$ cat src/rtl/register_file_sb.sv
// Multi-port register file with combinational reads, optional write bypass,
// optional hardwired zero register and a busy-bit scoreboard with a live count.

module rf_read_port #(
   parameter int WIDTH          = 32,
   parameter int ADDRESS_LENGTH = 5,
   parameter int SIZE           = 1 << ADDRESS_LENGTH,
   parameter int WRITE_PORTS    = 2,
   parameter int BYPASS         = 1,
   parameter int ZERO_REG       = 1
) (
   input  logic [ADDRESS_LENGTH-1:0]                   ra,
   input  logic [SIZE-1:0][WIDTH-1:0]                  regs,
   input  logic [SIZE-1:0]                             busy,
   input  logic [WRITE_PORTS-1:0]                      weff,
   input  logic [WRITE_PORTS-1:0][ADDRESS_LENGTH-1:0]  wa,
   input  logic [WRITE_PORTS-1:0][WIDTH-1:0]           wd,
   output logic [WIDTH-1:0]                            rd,
   output logic                                        rd_busy
);

   always_comb begin
      rd      = '0;
      rd_busy = 1'b0;
      if (int'(ra) < SIZE) begin
         rd      = regs[ra];
         rd_busy = busy[ra];
      end
      // ascending scan so the highest-index matching write port is forwarded
      if (BYPASS != 0) begin
         for (int j = 0; j < WRITE_PORTS; j++) begin
            if (weff[j] && wa[j] == ra) begin
               rd      = wd[j];
               rd_busy = 1'b0;
            end
         end
      end
      if (ZERO_REG != 0 && ra == '0) begin
         rd      = '0;
         rd_busy = 1'b0;
      end
   end

endmodule

module register_file_sb #(
   parameter int WIDTH          = 32,
   parameter int ADDRESS_LENGTH = 5,
   parameter int SIZE           = 1 << ADDRESS_LENGTH,
   parameter int READ_PORTS     = 2,
   parameter int WRITE_PORTS    = 2,
   parameter int BYPASS         = 1,
   parameter int ZERO_REG       = 1
) (
   input  logic                                   clk,
   input  logic                                   rst,
   input  logic [READ_PORTS*ADDRESS_LENGTH-1:0]   ra,
   output logic [READ_PORTS*WIDTH-1:0]            rd,
   output logic [READ_PORTS-1:0]                  rd_busy,
   input  logic [WRITE_PORTS-1:0]                 we,
   input  logic [WRITE_PORTS*ADDRESS_LENGTH-1:0]  wa,
   input  logic [WRITE_PORTS*WIDTH-1:0]           wd,
   input  logic                                   rsv_en,
   input  logic [ADDRESS_LENGTH-1:0]              rsv_addr,
   input  logic                                   flush,
   output logic [ADDRESS_LENGTH:0]                busy_count
);

   localparam int CW = ADDRESS_LENGTH + 1;

   logic [SIZE-1:0][WIDTH-1:0]                  regs;
   logic [SIZE-1:0]                             busy, busy_nxt;
   logic [WRITE_PORTS-1:0][ADDRESS_LENGTH-1:0]  wa_v;
   logic [WRITE_PORTS-1:0][WIDTH-1:0]           wd_v;
   logic [WRITE_PORTS-1:0]                      weff;
   logic [CW-1:0]                               rise, fall;

   assign wa_v = wa;
   assign wd_v = wd;

   // rst also masks writes so nothing is forwarded to reads while in reset
   always_comb begin
      weff = '0;
      for (int j = 0; j < WRITE_PORTS; j++)
         weff[j] = we[j] && !rst && !(ZERO_REG != 0 && wa_v[j] == '0);
   end

   always_comb begin
      busy_nxt = flush ? '0 : busy;
      for (int r = 0; r < SIZE; r++) begin
         for (int j = 0; j < WRITE_PORTS; j++)
            if (weff[j] && int'(wa_v[j]) == r) busy_nxt[r] = 1'b0;
         if (rsv_en && int'(rsv_addr) == r && !(ZERO_REG != 0 && r == 0))
            busy_nxt[r] = 1'b1;
      end
   end

   // count tracks the exact set/clear delta of this edge, so it cannot wrap
   assign rise = CW'($countones(busy_nxt & ~busy));
   assign fall = CW'($countones(busy & ~busy_nxt));

   always_ff @(posedge clk or posedge rst) begin
      if (rst) begin
         regs       <= '0;
         busy       <= '0;
         busy_count <= '0;
      end else begin
         for (int r = 0; r < SIZE; r++)
            for (int j = 0; j < WRITE_PORTS; j++)
               if (weff[j] && int'(wa_v[j]) == r) regs[r] <= wd_v[j];
         busy       <= busy_nxt;
         busy_count <= busy_count + rise - fall;
      end
   end

   for (genvar i = 0; i < READ_PORTS; i++) begin : g_rd
      rf_read_port #(
         .WIDTH(WIDTH), .ADDRESS_LENGTH(ADDRESS_LENGTH), .SIZE(SIZE),
         .WRITE_PORTS(WRITE_PORTS), .BYPASS(BYPASS), .ZERO_REG(ZERO_REG)
      ) u_rd (
         .ra      (ra[i*ADDRESS_LENGTH +: ADDRESS_LENGTH]),
         .regs    (regs),
         .busy    (busy),
         .weff    (weff),
         .wa      (wa_v),
         .wd      (wd_v),
         .rd      (rd[i*WIDTH +: WIDTH]),
         .rd_busy (rd_busy[i])
      );
   end

endmodule

$ cat config.mk
export PLATFORM = sky130hd
export DESIGN_NAME = register_file_sb
export DESIGN_NICKNAME = d
export VERILOG_FILES = /design/src/rtl/register_file_sb.sv
export SDC_FILE = /design/constraint.sdc
export NUM_CORES = 2
export LEC_CHECK = 0
export BUFFER_PORTS_ARGS = -buffer_cell sky130_fd_sc_hd__clkbuf_2
export CAP_MARGIN = 10
export CORE_AREA = 2 2 348 350
export CTS_CLUSTER_DIAMETER = 30
export DETAILED_ROUTE_END_ITERATION = 6
export DIE_AREA = 0 0 350 352
export PLACE_DENSITY_LB_ADDON = 0.12
export SETUP_SLACK_MARGIN = 0.5
export SLEW_MARGIN = 40
export SYNTH_ARGS = -nofsm -noshare
export SYNTH_HDL_FRONTEND = slang
export SYNTH_SLANG_ARGS = --single-unit
$ cat constraint.sdc
create_clock -name clk -period 34.4 [get_ports clk]
set_input_delay 6.88 -clock clk [delete_from_list [all_inputs] [get_ports clk]]
set_output_delay 6.88 -clock clk [all_outputs]
set_load 0.01 [all_outputs]
; ---- Word-level counts from Yosys, hierarchy flattened
; Cells that the tools add are included.
[totals]
out_inout_bits = 72
reg_bits = 1062
input_bits = 95
[op_classes]
n_mux = 180
addsub = 64
n_lt_le_gt_ge = 2
n_eq_ne = 97
n_reduce_logical = 144
bitwise = 4
[ops]
columns = operator, count
row1 = $mux W32, 73
row2 = $bmux W32 S5, 2
row3 = $eq A5 B5 Y1 const B, 48
row4 = $eq A5 B4 Y1 const B, 24
row5 = $logic_and A1 B1 Y1, 103
row6 = $mux W1, 103
row7 = $add A1 B1 Y2, 32
row8 = $and A32 B32 Y32, 2
row9 = $not A32 Y32, 2
row10 = $reduce_bool A2 Y1, 32
row11 = $eq A5 B3 Y1 const B, 12
row12 = $add A2 B2 Y3, 16
row13 = $add A3 B3 Y4, 8
row14 = $eq A5 B2 Y1 const B, 6
row15 = $logic_not A5 Y1, 6
row16 = $add A4 B4 Y5, 4
row17 = $eq A5 B5 Y1, 4
row18 = $eq A5 B1 Y1 const B, 3
row19 = $add A5 B5 Y6, 2
row20 = $lt A5 B6 Y1 const B, 2
row21 = $bmux W1 S5, 2
row22 = $add A6 B6 Y6, 1
row23 = $sub A6 B6 Y6, 1
row24 = $logic_not A1 Y1, 3

; ---- Longest topological paths before layout
[logic_depth]
depth_word = 15
depth_mapped = 27

; ---- Cells and area by module
; From an unflattened synthesis, not the netlist that was laid out.
[hier_totals]
hier_cells = 7269
hier_area_um2 = 69761.9
[by_module_without_submodules]
columns = module, cells_per_inst, area_each_um2, seq_area_each_um2, n_inst
row1 = register_file_sb, 5607, 51394.3, 26575.5, 1
row2 = rf_read_port, 831, 9183.8, 0.0, 2

; ---- Worst setup path before layout
; No wires, ideal clock.
[synth_timing]
kind = input to output
from = in ra[6]
to = out rd_busy[1]
t_arrival_ps = 8713
stages = 8
path_slack_ps = 18807
required_ps = 27520
path_cell_list = buf_2 > buf_2 > buf_1 > mux4_2 > mux4_2 > a21oi_1 > nor3_1 > buf_4
[synth_via]
elab_chain_len = 5
word_cells_on_any_way = 10
cone_classes = 2 x eq/ne / 5 x mux / 3 x reduce/logical
[synth_rtl]
columns = item, line_no
row1 = "start, declared", 57  ; input logic [READ_PORTS*ADDRESS_LENGTH-1:0] ra,
row2 = $bmux W1 S5 / $eq A5 B5 Y1 (equally long branches), "27, 32"
row3 = $mux W1 (not written as such) / $logic_and A1 B1 Y1 (equally long branches), "27, 32"
row4 = $mux W1 (2 in a row), 32  ; if (weff[j] && wa[j] == ra) begin
row5 = $mux W1 (*), 38  ; if (ZERO_REG != 0 && ra == '0) begin
row6 = "end, declared", 59  ; output logic [READ_PORTS-1:0] rd_busy,
; Mark *: on every way between the ends. The rest lies on a longest branch, timed or not. The select of a mux whose other input is x is not followed.

; ---- Worst setup path after layout
[layout_timing]
from = in ra[0]
to = out rd[1]
[layout_via]
elab_chain_len = 5
word_cells_on_any_way = 10
cone_classes = 2 x eq/ne / 5 x mux / 3 x reduce/logical
[layout_rtl]
columns = item, line_no
row1 = $bmux W32 S5 / $eq A5 B5 Y1 (equally long branches), "26, 32"
row2 = $mux W32 (not written as such) / $logic_and A1 B1 Y1 (equally long branches), "26, 32"
row3 = $mux W32 (2 in a row), 32
row4 = $mux W32 (*), 38
row5 = "end, declared", 58  ; output logic [READ_PORTS*WIDTH-1:0] rd,
; Marked as above.

==> run_results.csv <==
group,metric,value,unit
run_status,status,"finished with violations",
run_status,violations,"design-rule violations",
detailed_routing,wl,277700,um
worst_hold_path,min_path_type,"register to register",
die,rows,127,
global_routing,met1_usage,0.5771,
detailed_routing,final_antenna_net_count,0,
global_routing,grt_max_degree,101,
clocking,cts.htree.levels,5,
sta,slew_headroom,0.3731,
die,initial_utilization,0.5762,
logic_synthesis,syn_inst,6767,
sta,hold_viol_final,0,
detailed_routing,routed_via_density,7.055,
logic_synthesis,syn_area_per_cell,10.16,um2
logic_synthesis,seq_area_frac_synth,0.3865,
sta,finClkSkew,0.04857,ns
sta,final_max_slew_viol_count,0,
logic_synthesis,yosysWarningCount,0,
global_routing,grt_pass1_wl,402400,um
die,io_pins,167,
setup_path,worstSetupPathType,"primary input to output pin",
detailed_routing,drt_iter0_markers,8987,
global_routing,grt_pass1_vias,57540,
global_routing,grt_overflow,0,
die,core-area,119300,um2
sta,fmax,55.87,MHz
clocking,clock_latency,0.89,ns
die,fp.dieW,350,um
logic_synthesis,ys_types,61,
clocking,postCtsHoldBufs,0,
clocking,cts_resized,0,
sta,post-route-min-period,17.90,ns
detailed_routing,dr.pass1.iters,7,
layout,drive_gt1_frac,0.1869,
run,drv_cap,0,
global_routing,top_usage_layer,"met2",
logic_synthesis,syn_area,68770,um2
sta,rsz0062_at_grt,"no",
setup_path,critical_path_arrival,11.02,ns
layout,filler_cell_count,9089,
clocking,clk_pin_slew,0.05,ns
clocking,postCtsSetupBuffers,0,
place,portBuffers,166,
sta,finalSetupViolCount,0,
setup_path,endpoint_kind,"output pin",
sta,tns,0,ns
setup_path,cpPeakStageDelay,0.75,ns
logic_synthesis,synth_seq_cells,1062,
pwr,power.total,5569,uW
pwr,p_per_area,69.91,nW/um2
clocking,cts_buffers,287,
logic_synthesis,yosysTopAreaCell,"dfrtp_1",
logic_synthesis,synthFlopType,"dfrtp_1",
setup_path,regToRegSetupSlack,28.23,ns
setup_path,slowest_stage,"buf_4",
sta,worstMarginPinSlew,0.9403,ns
global_routing,gr-usage-met2,0.6412,
logic_synthesis,synth-async-reset-ratio,1.000,
global_routing,grt_use_total,0.4496,
logic_synthesis,syn-num-nets,6934,
pwr,ir_worst_vdd,0.00006065,V
detailed_routing,drc,5,
setup_path,critPathMostFrequentCell,"buf_4",
logic_synthesis,synth_edf_count,0,
global_routing,antenna_found_initial,11,
layout,layout_common_cells,"mux2i_1 (1285), dfrtp_1 (1062), nand2_1 (633)",
setup_path,worstPathCellList,"buf_8 -> buf_4 -> buf_4 -> nor2_1 -> nand2_1 -> nor2_1 -> nor3b_4 -> buf_4 -> a221o_1 -> clkbuf_2",
place,hpwl,152300,um
layout,synthToLayoutAreaGrowth,15.83,%
detailed_routing,vias,58770,
die,dieArea,123200,um2
layout,final_common_cell,"mux2i_1",
setup_path,cp-start-kind,"primary input",
setup_path,worst-endpoint-required,27.52,ns
logic_synthesis,yosys-top-cells-area,"dfrtp_1 (39%), mux2i_1 (19%), mux4_2 (13%), a21oi_1 (4.5%), o21ai_0 (4.3%)",
detailed_routing,wl_per_cell,33.34,um
clocking,ctsLongestPathBuffers,4,
place,gp_congestion,0.9275,
logic_synthesis,synth_top_area_frac,0.3865,
clocking,tritoncts,"yes",
clocking,clock_sinks,1062,
die,die-height,352,um
global_routing,grtUsageMet3,0.1503,
pwr,total_leakage_power,0.03564,uW
clocking,root_buffer,"clkbuf_16",
sta,fin_crit_sh,0.5204,
setup_path,path_max_fanout,45,
layout,nNetsFinal,6681,
[registers in the layout (all words and copies together), names as in the netlist]
name and flops:
busy 32, busy_count 6, regs 1024
[worst paths after layout]
check                           startpoint            end  cells after the start
worst max-delay path                 ra[0]          rd[1]                     10
worst max register to register    busy[28]  busy_count[5]                     19
max in group asynchronous              rst      regs[809]                      8
worst min register to register    regs[28]       regs[28]                      0
worst min-delay path              regs[28]       regs[28]                      0
min in group asynchronous              rst      regs[572]                      2
[per-layer routing]
layer  part of all wire  wire length (um)
met5            0.00014                40
met4              0.083             23090
met3               0.14             38740
met2               0.42            117900
met1               0.35             97940
[synth_stat cells, types with 7 or more instances]
library cell,n
ha_1,13
o22ai_1,32
mux4_2,399
nor2_2,11
nor3_1,10
a211oi_1,35
or2_2,7
buf_1,95
o221ai_1,93
a22oi_1,95
xor2_1,7
and2_1,10
dfrtp_1,1062
a22o_1,61
nand3_1,27
buf_4,14
a21oi_1,612
nand2_1,655
inv_1,130
buf_2,210
buf_6,10
nor2_1,537
and3_1,16
o41ai_1,12
xnor2_1,19
fa_1,59
o311a_1,7
nand3b_1,20
o21ai_0,584
clkbuf_1,530
nor2b_1,16
a221o_1,32
mux2i_1,1285
nand2b_1,11
[cell families after synthesis]
| family | Yosys count | synth area share |
|---|---|---|
| buffers and inverters | 990 | 0.05972 |
| DFF | 1062 | 0.3865 |
| muxes | 1685 | 0.3179 |
| AOI/OAI and AO/OA | 1590 | 0.1342 |
| other | 1 | 0.00005453 |
| and+or+nand+nor | 1341 | 0.07886 |
| xor gates and xnor gates | 26 | 0.003312 |
| adders and majority gates | 72 | 0.01954 |
[power by group]
part	internal, uW	leakage, uW	switching [uW]
combinational	579	0.0175	573
sequential	1540	0.0135	232
clock	1840	0.00463	801
[worst max-delay path, delay by kind of cell]
kind            cells  cell delay (ns)
simple gates        4             1.07
compound gates      1             0.43
buf+inv             5             2.50
[area by class of cell]
class | count | area [um2] | area share
well taps | 1612 | 2017 | 0.02532
inverters | 131 | 495.5 | 0.006221
clock buffers | 378 | 8134 | 0.1021
multi-input cells | 4715 | 38660 | 0.4853
clock inverters | 106 | 1339 | 0.01681
flip-flops and latches | 1062 | 26580 | 0.3337
repair buffers | 317 | 2406 | 0.03021
diodes | 10 | 25.02 | 0.0003142
[through the flow]
stage	area [um2]	instances	worst slack [ns]	hold slack (ns)	util
floorplan	68770	6767	12.87	0.4383	-
global placement	69560	7819	16.54	0.3770	0.5829
detailed placement	70030	7833	16.72	0.3833	0.5869
CTS	79510	8317	16.70	0.3940	0.6662
global route	79630	8324	16.51	0.4042	0.6673
finish	79650	8331	16.50	0.3903	0.6674
No activity file was read; power rests on OpenSTA's default activity.
